File: src/rtl/hit_detector_if.sv
// Bus between the board/light controller and the hit detector.
//   enable, clear_score : game control from the score logic
//   buttons             : raw mole buttons (asynchronous to clk)
//   lights              : lamp vector from the light controller
//   hit, miss           : one-cycle strike result pulses
//   hit_pos             : index of the last struck button
//   score, misses       : saturating hit/miss counters
interface hit_detector_if #(
    parameter int unsigned SCORE_W = 8
) ();
    logic               enable;
    logic               clear_score;
    logic [8:0]         buttons;
    logic [8:0]         lights;
    logic               hit;
    logic               miss;
    logic [3:0]         hit_pos;
    logic [SCORE_W-1:0] score;
    logic [SCORE_W-1:0] misses;

    // Board side: drives control and buttons, observes results
    modport master (
        output enable, clear_score, buttons, lights,
        input  hit, miss, hit_pos, score, misses
    );

    // Detector side
    modport slave (
        input  enable, clear_score, buttons, lights,
        output hit, miss, hit_pos, score, misses
    );
endinterface

File: src/rtl/hit_detector.sv
// Whack-a-mole player input: synchronises and debounces the 9 mole buttons,
// judges each new press against the lit lamp and keeps saturating counters.
// Ports:
//   clk    : system clock
//   reset  : asynchronous, active-low reset
//   bus    : hit_detector_if.slave (enable, clear_score, buttons, lights in;
//            hit, miss, hit_pos, score, misses out, all registered)
module hit_detector #(
    parameter logic [15:0] DEBOUNCE_CYCLES = 16'd50000,
    parameter int unsigned SCORE_W         = 8,
    parameter bit          MISS_ON_IDLE    = 1'b1
) (
    input  logic           clk,
    input  logic           reset,
    hit_detector_if.slave  bus
);
    localparam int unsigned N_BTN = 9;
    localparam int unsigned CNT_W = 16;
    localparam int unsigned POS_W = 4;
    localparam logic [CNT_W-1:0] CNT_LAST = CNT_W'(DEBOUNCE_CYCLES - 16'd1);

    localparam logic [1:0] S_IDLE   = 2'd0;
    localparam logic [1:0] S_ARMED  = 2'd1;
    localparam logic [1:0] S_LOCKED = 2'd2;

    logic [N_BTN-1:0]   sync1_q;
    logic [N_BTN-1:0]   sync2_q;
    logic [N_BTN-1:0]   deb_q;
    logic [N_BTN-1:0]   press_q;
    logic [CNT_W-1:0]   cnt_q [N_BTN];

    logic [1:0]         state_q;
    logic [1:0]         state_d;
    logic               hit_d;
    logic               miss_d;
    logic               hit_q;
    logic               miss_q;
    logic [POS_W-1:0]   hit_pos_q;
    logic [SCORE_W-1:0] score_q;
    logic [SCORE_W-1:0] misses_q;

    // Lowest-index set bit of a press vector
    function automatic logic [POS_W-1:0] lowest_idx(input logic [N_BTN-1:0] v);
        logic [POS_W-1:0] r;
        r = '0;
        for (int i = N_BTN - 1; i >= 0; i--) begin
            if (v[i]) r = POS_W'(i);
        end
        return r;
    endfunction

    // Two-flop synchroniser, debounce counters and rising-edge press pulses.
    // The counter only runs while synced and debounced levels disagree.
    always_ff @(posedge clk or negedge reset) begin
        if (!reset) begin
            sync1_q <= '0;
            sync2_q <= '0;
            deb_q   <= '0;
            press_q <= '0;
            for (int i = 0; i < N_BTN; i++) cnt_q[i] <= '0;
        end else begin
            sync1_q <= bus.buttons;
            sync2_q <= sync1_q;
            press_q <= '0;
            for (int i = 0; i < N_BTN; i++) begin
                if (sync2_q[i] == deb_q[i]) begin
                    cnt_q[i] <= '0;
                end else if (cnt_q[i] == CNT_LAST) begin
                    cnt_q[i]   <= '0;
                    deb_q[i]   <= sync2_q[i];
                    press_q[i] <= sync2_q[i];
                end else begin
                    cnt_q[i] <= cnt_q[i] + CNT_W'(1);
                end
            end
        end
    end

    // Strike judgement. A dark lamp in the press cycle is always judged as idle,
    // which also covers LOCKED/ARMED lamps turning off in that same cycle.
    always_comb begin
        state_d = state_q;
        hit_d   = 1'b0;
        miss_d  = 1'b0;
        if (!bus.enable) begin
            state_d = S_IDLE;
        end else if (bus.lights == '0) begin
            state_d = S_IDLE;
            miss_d  = (|press_q) & MISS_ON_IDLE;
        end else if (state_q == S_LOCKED) begin
            miss_d  = |press_q;
        end else begin
            state_d = S_ARMED;
            // Any wrong button wins over a right one, so mashing never scores
            if ((press_q & ~bus.lights) != '0) begin
                miss_d  = 1'b1;
                state_d = S_LOCKED;
            end else if ((press_q & bus.lights) != '0) begin
                hit_d   = 1'b1;
                state_d = S_LOCKED;
            end
        end
    end

    // State, result pulses and saturating counters (clear beats increment)
    always_ff @(posedge clk or negedge reset) begin
        if (!reset) begin
            state_q   <= S_IDLE;
            hit_q     <= 1'b0;
            miss_q    <= 1'b0;
            hit_pos_q <= '0;
            score_q   <= '0;
            misses_q  <= '0;
        end else begin
            state_q <= state_d;
            hit_q   <= hit_d;
            miss_q  <= miss_d;
            if (hit_d || miss_d) hit_pos_q <= lowest_idx(press_q);
            if (bus.clear_score) begin
                score_q  <= '0;
                misses_q <= '0;
            end else begin
                if (hit_d && (score_q != '1))   score_q  <= score_q + SCORE_W'(1);
                if (miss_d && (misses_q != '1)) misses_q <= misses_q + SCORE_W'(1);
            end
        end
    end

    assign bus.hit     = hit_q;
    assign bus.miss    = miss_q;
    assign bus.hit_pos = hit_pos_q;
    assign bus.score   = score_q;
    assign bus.misses  = misses_q;
endmodule

File: src/flat_wrapper.sv
// flat-port wrapper written by rule: the top's interface ports become plain ports
module hit_detector_flat 
#(
    parameter logic [15:0] DEBOUNCE_CYCLES = 16'd50000,
    parameter int unsigned SCORE_W         = 8,
    parameter bit          MISS_ON_IDLE    = 1'b1
)
  (clk, reset, bus_enable, bus_clear_score, bus_buttons, bus_lights, bus_hit, bus_miss, bus_hit_pos, bus_score, bus_misses);
  hit_detector_if #(.SCORE_W(SCORE_W)) bus_i ();
  input  logic clk;
  input  logic reset;
  input wire logic [$bits(bus_i.enable)-1:0] bus_enable;
  input wire logic [$bits(bus_i.clear_score)-1:0] bus_clear_score;
  input wire logic [$bits(bus_i.buttons)-1:0] bus_buttons;
  input wire logic [$bits(bus_i.lights)-1:0] bus_lights;
  output wire logic [$bits(bus_i.hit)-1:0] bus_hit;
  output wire logic [$bits(bus_i.miss)-1:0] bus_miss;
  output wire logic [$bits(bus_i.hit_pos)-1:0] bus_hit_pos;
  output wire logic [$bits(bus_i.score)-1:0] bus_score;
  output wire logic [$bits(bus_i.misses)-1:0] bus_misses;
  assign bus_i.enable = bus_enable;
  assign bus_i.clear_score = bus_clear_score;
  assign bus_i.buttons = bus_buttons;
  assign bus_i.lights = bus_lights;
  assign bus_hit = bus_i.hit;
  assign bus_miss = bus_i.miss;
  assign bus_hit_pos = bus_i.hit_pos;
  assign bus_score = bus_i.score;
  assign bus_misses = bus_i.misses;
  hit_detector #(.DEBOUNCE_CYCLES(DEBOUNCE_CYCLES), .SCORE_W(SCORE_W), .MISS_ON_IDLE(MISS_ON_IDLE)) u_core (.clk(clk), .reset(reset), .bus(bus_i));
endmodule
File: config.mk
export PLATFORM = sky130hd
export DESIGN_NAME = hit_detector_flat
export DESIGN_NICKNAME = d
export VERILOG_FILES = /design/src/rtl/hit_detector_if.sv /design/src/rtl/hit_detector.sv /design/src/flat_wrapper.sv
export SDC_FILE = /design/constraint.sdc
export NUM_CORES = 1
export LEC_CHECK = 0
export BUFFER_PORTS_ARGS = -buffer_cell sky130_fd_sc_hd__buf_2
export CORE_MARGIN = 10
export CORE_UTILIZATION = 55
export DETAILED_ROUTE_END_ITERATION = 12
export PLACE_DENSITY = 0.8
export SETUP_SLACK_MARGIN = 0.4
export SLEW_MARGIN = 20
export SYNTH_ARGS = -nofsm -noshare
export SYNTH_HDL_FRONTEND = slang
export SYNTH_SLANG_ARGS = --single-unit
export TNS_END_PERCENT = 5
File: constraint.sdc
create_clock -name clk -period 2 [get_ports clk]
set_clock_uncertainty 0.1 [all_clocks]
set_input_delay 0.4 -clock clk [delete_from_list [all_inputs] [get_ports clk]]
set_output_delay 0.4 -clock clk [all_outputs]
set_load 0.1 [all_outputs]
==> key figures <==
Yosys
  • Syn nets: 936
  • Post-synth EDFFs: 0
  • Synthesis-stage register bit count: 204
  • Mapped Area: 9248 sq um
  • Yosys cell types: 44
  • Synth warnings: 0
  • Synth Area per Inst: 10.24 sq um
  • Post-synth ARST share: 1.000
  • Fraction of the yosys area taken by sequential cells: 0.5520
  • Main synth FF type: dfrtp_1
  • Synth cell count leaders: 204 x dfrtp_1, 190 x nor2_1, 83 x xor2_1, 70 x nand3_1, 59 x nand2_1
  • Top cell type's share of synthesized area: 0.5520
  • Top-count cell post-synth: dfrtp_1
  • Dominant cells by area after synthesis: dfrtp_1 55%, xor2_1 7.9%, nor2_1 7.7%, xnor2_1 5.1%, nand3_1 3.8%
  • Cells after synthesis: 903
  • Area leader, netlist: dfrtp_1

Floorplanning
  • Die Height: 149.7 um
  • Initial Utilization: 0.5596
  • Total core area: 16,520 sq um
  • # rows: 47
  • Die area: 22,400 sq um
  • I/O pin count: 44
  • Die width: 149.7 um

Clock network
  • CTS H-tree depth: 1
  • CTS Buf Count: 22
  • Worst-path clk slew: 0.06 ns
  • Clock buffer depth: 3
  • TritonCTS clock tree: built
  • Clock sink count: 204
  • CTS root buffer: clkbuf_16
  • Skew-Pair Late Insertion Delay: 0.50 ns

Route
  • TritonRoute pass-1 iters: 5
  • Vias per cell: 5.817
  • Final wirelength: 23,350 um
  • Final ANT Viol Nets: 0
  • Remaining DRCs: 0
  • Routed len/inst: 18.74 um
  • DR vias: 7,248
  • Initial DRC Count: 491

STA
  • Hold WS: 0.08339 ns
  • Fin. Hold Viols: 0
  • Tightest Pin Transition: 0.5354 ns
  • Slew Viols, Final: 0
  • Slew HR: 0.6427
  • Fmax: 467.8 MHz
  • RSZ-0062 raised after global routing: true
  • Tcrit/Tclk final: 1.069
  • Tmin final: 2.138 ns
  • # setup viols final: 14
  • Worst setup margin: -0.1378 ns
  • Total negative slack: -0.9660 ns

Power and ir drop
  • PD cells: 719.9 nW/um^2
  • Cell-internal power: 7.104 mW
  • Worst IR Drop VDD: 0.7563 mV
  • Psw: 2.043 mW
  • Clock Power Share: 0.482
  • Leak: 5.062 nW
  • Flop pwr share: 0.468
  • Comb power frac: 0.051
  • Switch share: 0.2233

Worst setup path
  • Critical path startpoint category: flop
  • Critical Path AT: 2.46 ns
  • Crit path max-delay family: compound AO/OA/AOI/OAI gates
  • Worst r2r src: u_core.press_q[2]$_DFF_PN0_
  • Max incr delay on CP: 0.55 ns
  • Worst Reg-to-Reg Cells: 6
  • Buf/Inv on CP: 1
  • Crit Path Max Fanout: 16
  • Reg-to-reg endpoint: u_core.bus.misses[7]$_DFFE_PN0P_
  • Slowest CP cell: or4_1
  • Required time worst endpoint: 2.32 ns
  • Critical setup path kind: flop to flop
  • CP cell instances: inv_2 > o22ai_1 > nor4_4 > a21o_2 > or4_1 > a21oi_1
  • Reg2Reg Setup Slack: -0.14 ns
  • CP Capture Type: flop

Layout
  • Nets: 1,042
  • Fin util: 0.7688
  • Fraction of layout cells with a size suffix above 1: 0.3643
  • Non-Filler Instances: 1,246
  • Area grow syn2layout: 37.38%

Outcome
  • Run status: complete, but fails checks
  • Failing checks: negative setup slack

Place
  • Setup WS pre-CTS: -0.2121 ns
  • Inst Count DP: 1,191
  • Hpwl dp: 12,470 um
  • Routability cong.: 0.8353
  • I/O Buffers: 43

Global routing
  • Remaining Overflow, GRT: 0
  • Global-route wire length before repair: 31,850 um
  • Initial antenna violation count: 2
  • Vias in the first global route: 6,726
  • Tot GR Track Use: 0.1676
  • Largest net degree at the start of global routing: 60

Min path
  • Min-delay src: bus_enable
  • Hold Crit Class: input port to flop
  • Hold EP: u_core.bus.hit$_DFF_PN0_
  • Hold path cells: 3

Flow run
  • Maxcap violations: 0
-- worst reg2reg max path, stage by stage, from the launching register on --
cell and delay, ns:
dfrtp_1 0.44, inv_2 0.07, o22ai_1 0.31, nor4_4 0.11, a21o_2 0.31, or4_1 0.55
a21oi_1 0.17
-- power groups by stage --
stage	combinational, mW	sequential (mW)	clock (mW)
2_1_floorplan	0.115	4.31	0
3_3_place_gp	0.286	4.32	0
5_1_grt	0.504	4.28	4.64
3_5_place_dp	0.293	4.32	0
4_1_cts	0.315	4.25	4.42
6_report	0.462	4.28	4.40
-- logic make-up after synthesis --
logic type | after synthesis | synth area share
adder cells (fa/ha/maj) | 11 | 0.01488
AO/OA/AOI/OAI | 41 | 0.02855
AND/OR/NAND/NOR | 461 | 0.2416
flip-flops | 204 | 0.5520
XOR/XNOR | 137 | 0.1298
multiplexers | 16 | 0.01935
buffers and inverters | 33 | 0.01380
-- area by class of cell --
cell class | instances | area [sq um]
multi-input cells | 666 | 5358
flip-flops and latches | 204 | 5144
fillers | 954 | 3820
repair buffers | 94 | 1055
clock buffers | 29 | 628.1
well taps | 220 | 275.3
clock inverters | 10 | 161.4
inverters | 21 | 78.83
diodes | 2 | 5.005
-- metal layers --
metal	track usage	vias to the layer above	share of wire
met5	0	-	0
met4	0.05005	0	0.033
met3	0.02989	62	0.048
met2	0.2730	212	0.52
met1	0.2246	3706	0.40
li1	-	3268	-
-- cells in the final DEF, fill, tap and decap left out, types with 5 or more instances in the layout --
cell / Yosys / layout
nand3_1: 70 / 67
buf_8: 0 / 11
dfrtp_1: 204 / 177
nor3_4: 0 / 7
clkbuf_16: 0 / 23
nor4b_2: 1 / 8
inv_1: 19 / 19
ha_4: 0 / 9
xor2_1: 83 / 71
buf_2: 0 / 20
nor3b_2: 0 / 8
and3_4: 0 / 9
and3_1: 31 / 22
xnor2_1: 54 / 54
nor2_4: 0 / 99
nand3_2: 2 / 5
nand2_1: 59 / 48
mux2_2: 15 / 7
or2_4: 0 / 6
buf_6: 0 / 6
nand4_1: 28 / 28
buf_12: 0 / 21
buf_4: 1 / 25
xor2_2: 0 / 12
nand2_2: 0 / 11
nor2_1: 190 / 73
nor2_2: 0 / 18
nor3_1: 28 / 20
a21oi_1: 16 / 13
mux2_4: 0 / 8
o21ai_0: 6 / 6
dlygate4sd3_1: 0 / 10
dfrtp_2: 0 / 25
or3_1: 6 / 6
-- worst max path at each step --
stage	startpoint	end	slack [ns]	cells past startpoint
2_1_floorplan	u_core.bus.score[0]$_DFFE_PN0P_	u_core.bus.score[7]$_DFFE_PN0P_	-0.16	7
3_3_place_gp	bus_lights[3]	u_core.bus.misses[5]$_DFFE_PN0P_	-0.15	6
3_5_place_dp	bus_lights[3]	u_core.bus.misses[6]$_DFFE_PN0P_	-0.21	6
4_1_cts	u_core.press_q[5]$_DFF_PN0_	u_core.bus.misses[6]$_DFFE_PN0P_	-0.03	7
5_1_grt	u_core.press_q[6]$_DFF_PN0_	u_core.bus.score[7]$_DFFE_PN0P_	-0.21	6
6_report	u_core.press_q[2]$_DFF_PN0_	u_core.bus.misses[7]$_DFFE_PN0P_	-0.14	6
-- registers in the layout, indices dropped and copies added (netlist names) --
signal	cells
u_core.cnt_q	144
u_core.deb_q	9
u_core.press_q	9
u_core.sync1_q	9
u_core.sync2_q	9
u_core.bus.misses	8
u_core.bus.score	8
u_core.bus.hit_pos	4
u_core.state_q	2
u_core.bus.hit	1
u_core.bus.miss	1
-- stage by stage --
stage	cell area (sq um)	power, mW
floorplan	9279	4.425
global placement	10060	4.606
detailed placement	10060	4.615
CTS	11000	8.985
global route	12700	9.431
finish	12700	9.146
-- repair_timing --
| item | in CTS | in global routing |
|---|---|---|
| hold buffers | 10 | 0 |
| hold endpoints to repair | 46 | 0 |
| resized for setup | 8 | 455 |
| setup buffers | 2 | 2 |
| endpoints found under the setup margin | 182 | 201 |
| pin swaps | 1 | 173 |
No activity file was read; power rests on OpenSTA's default activity.
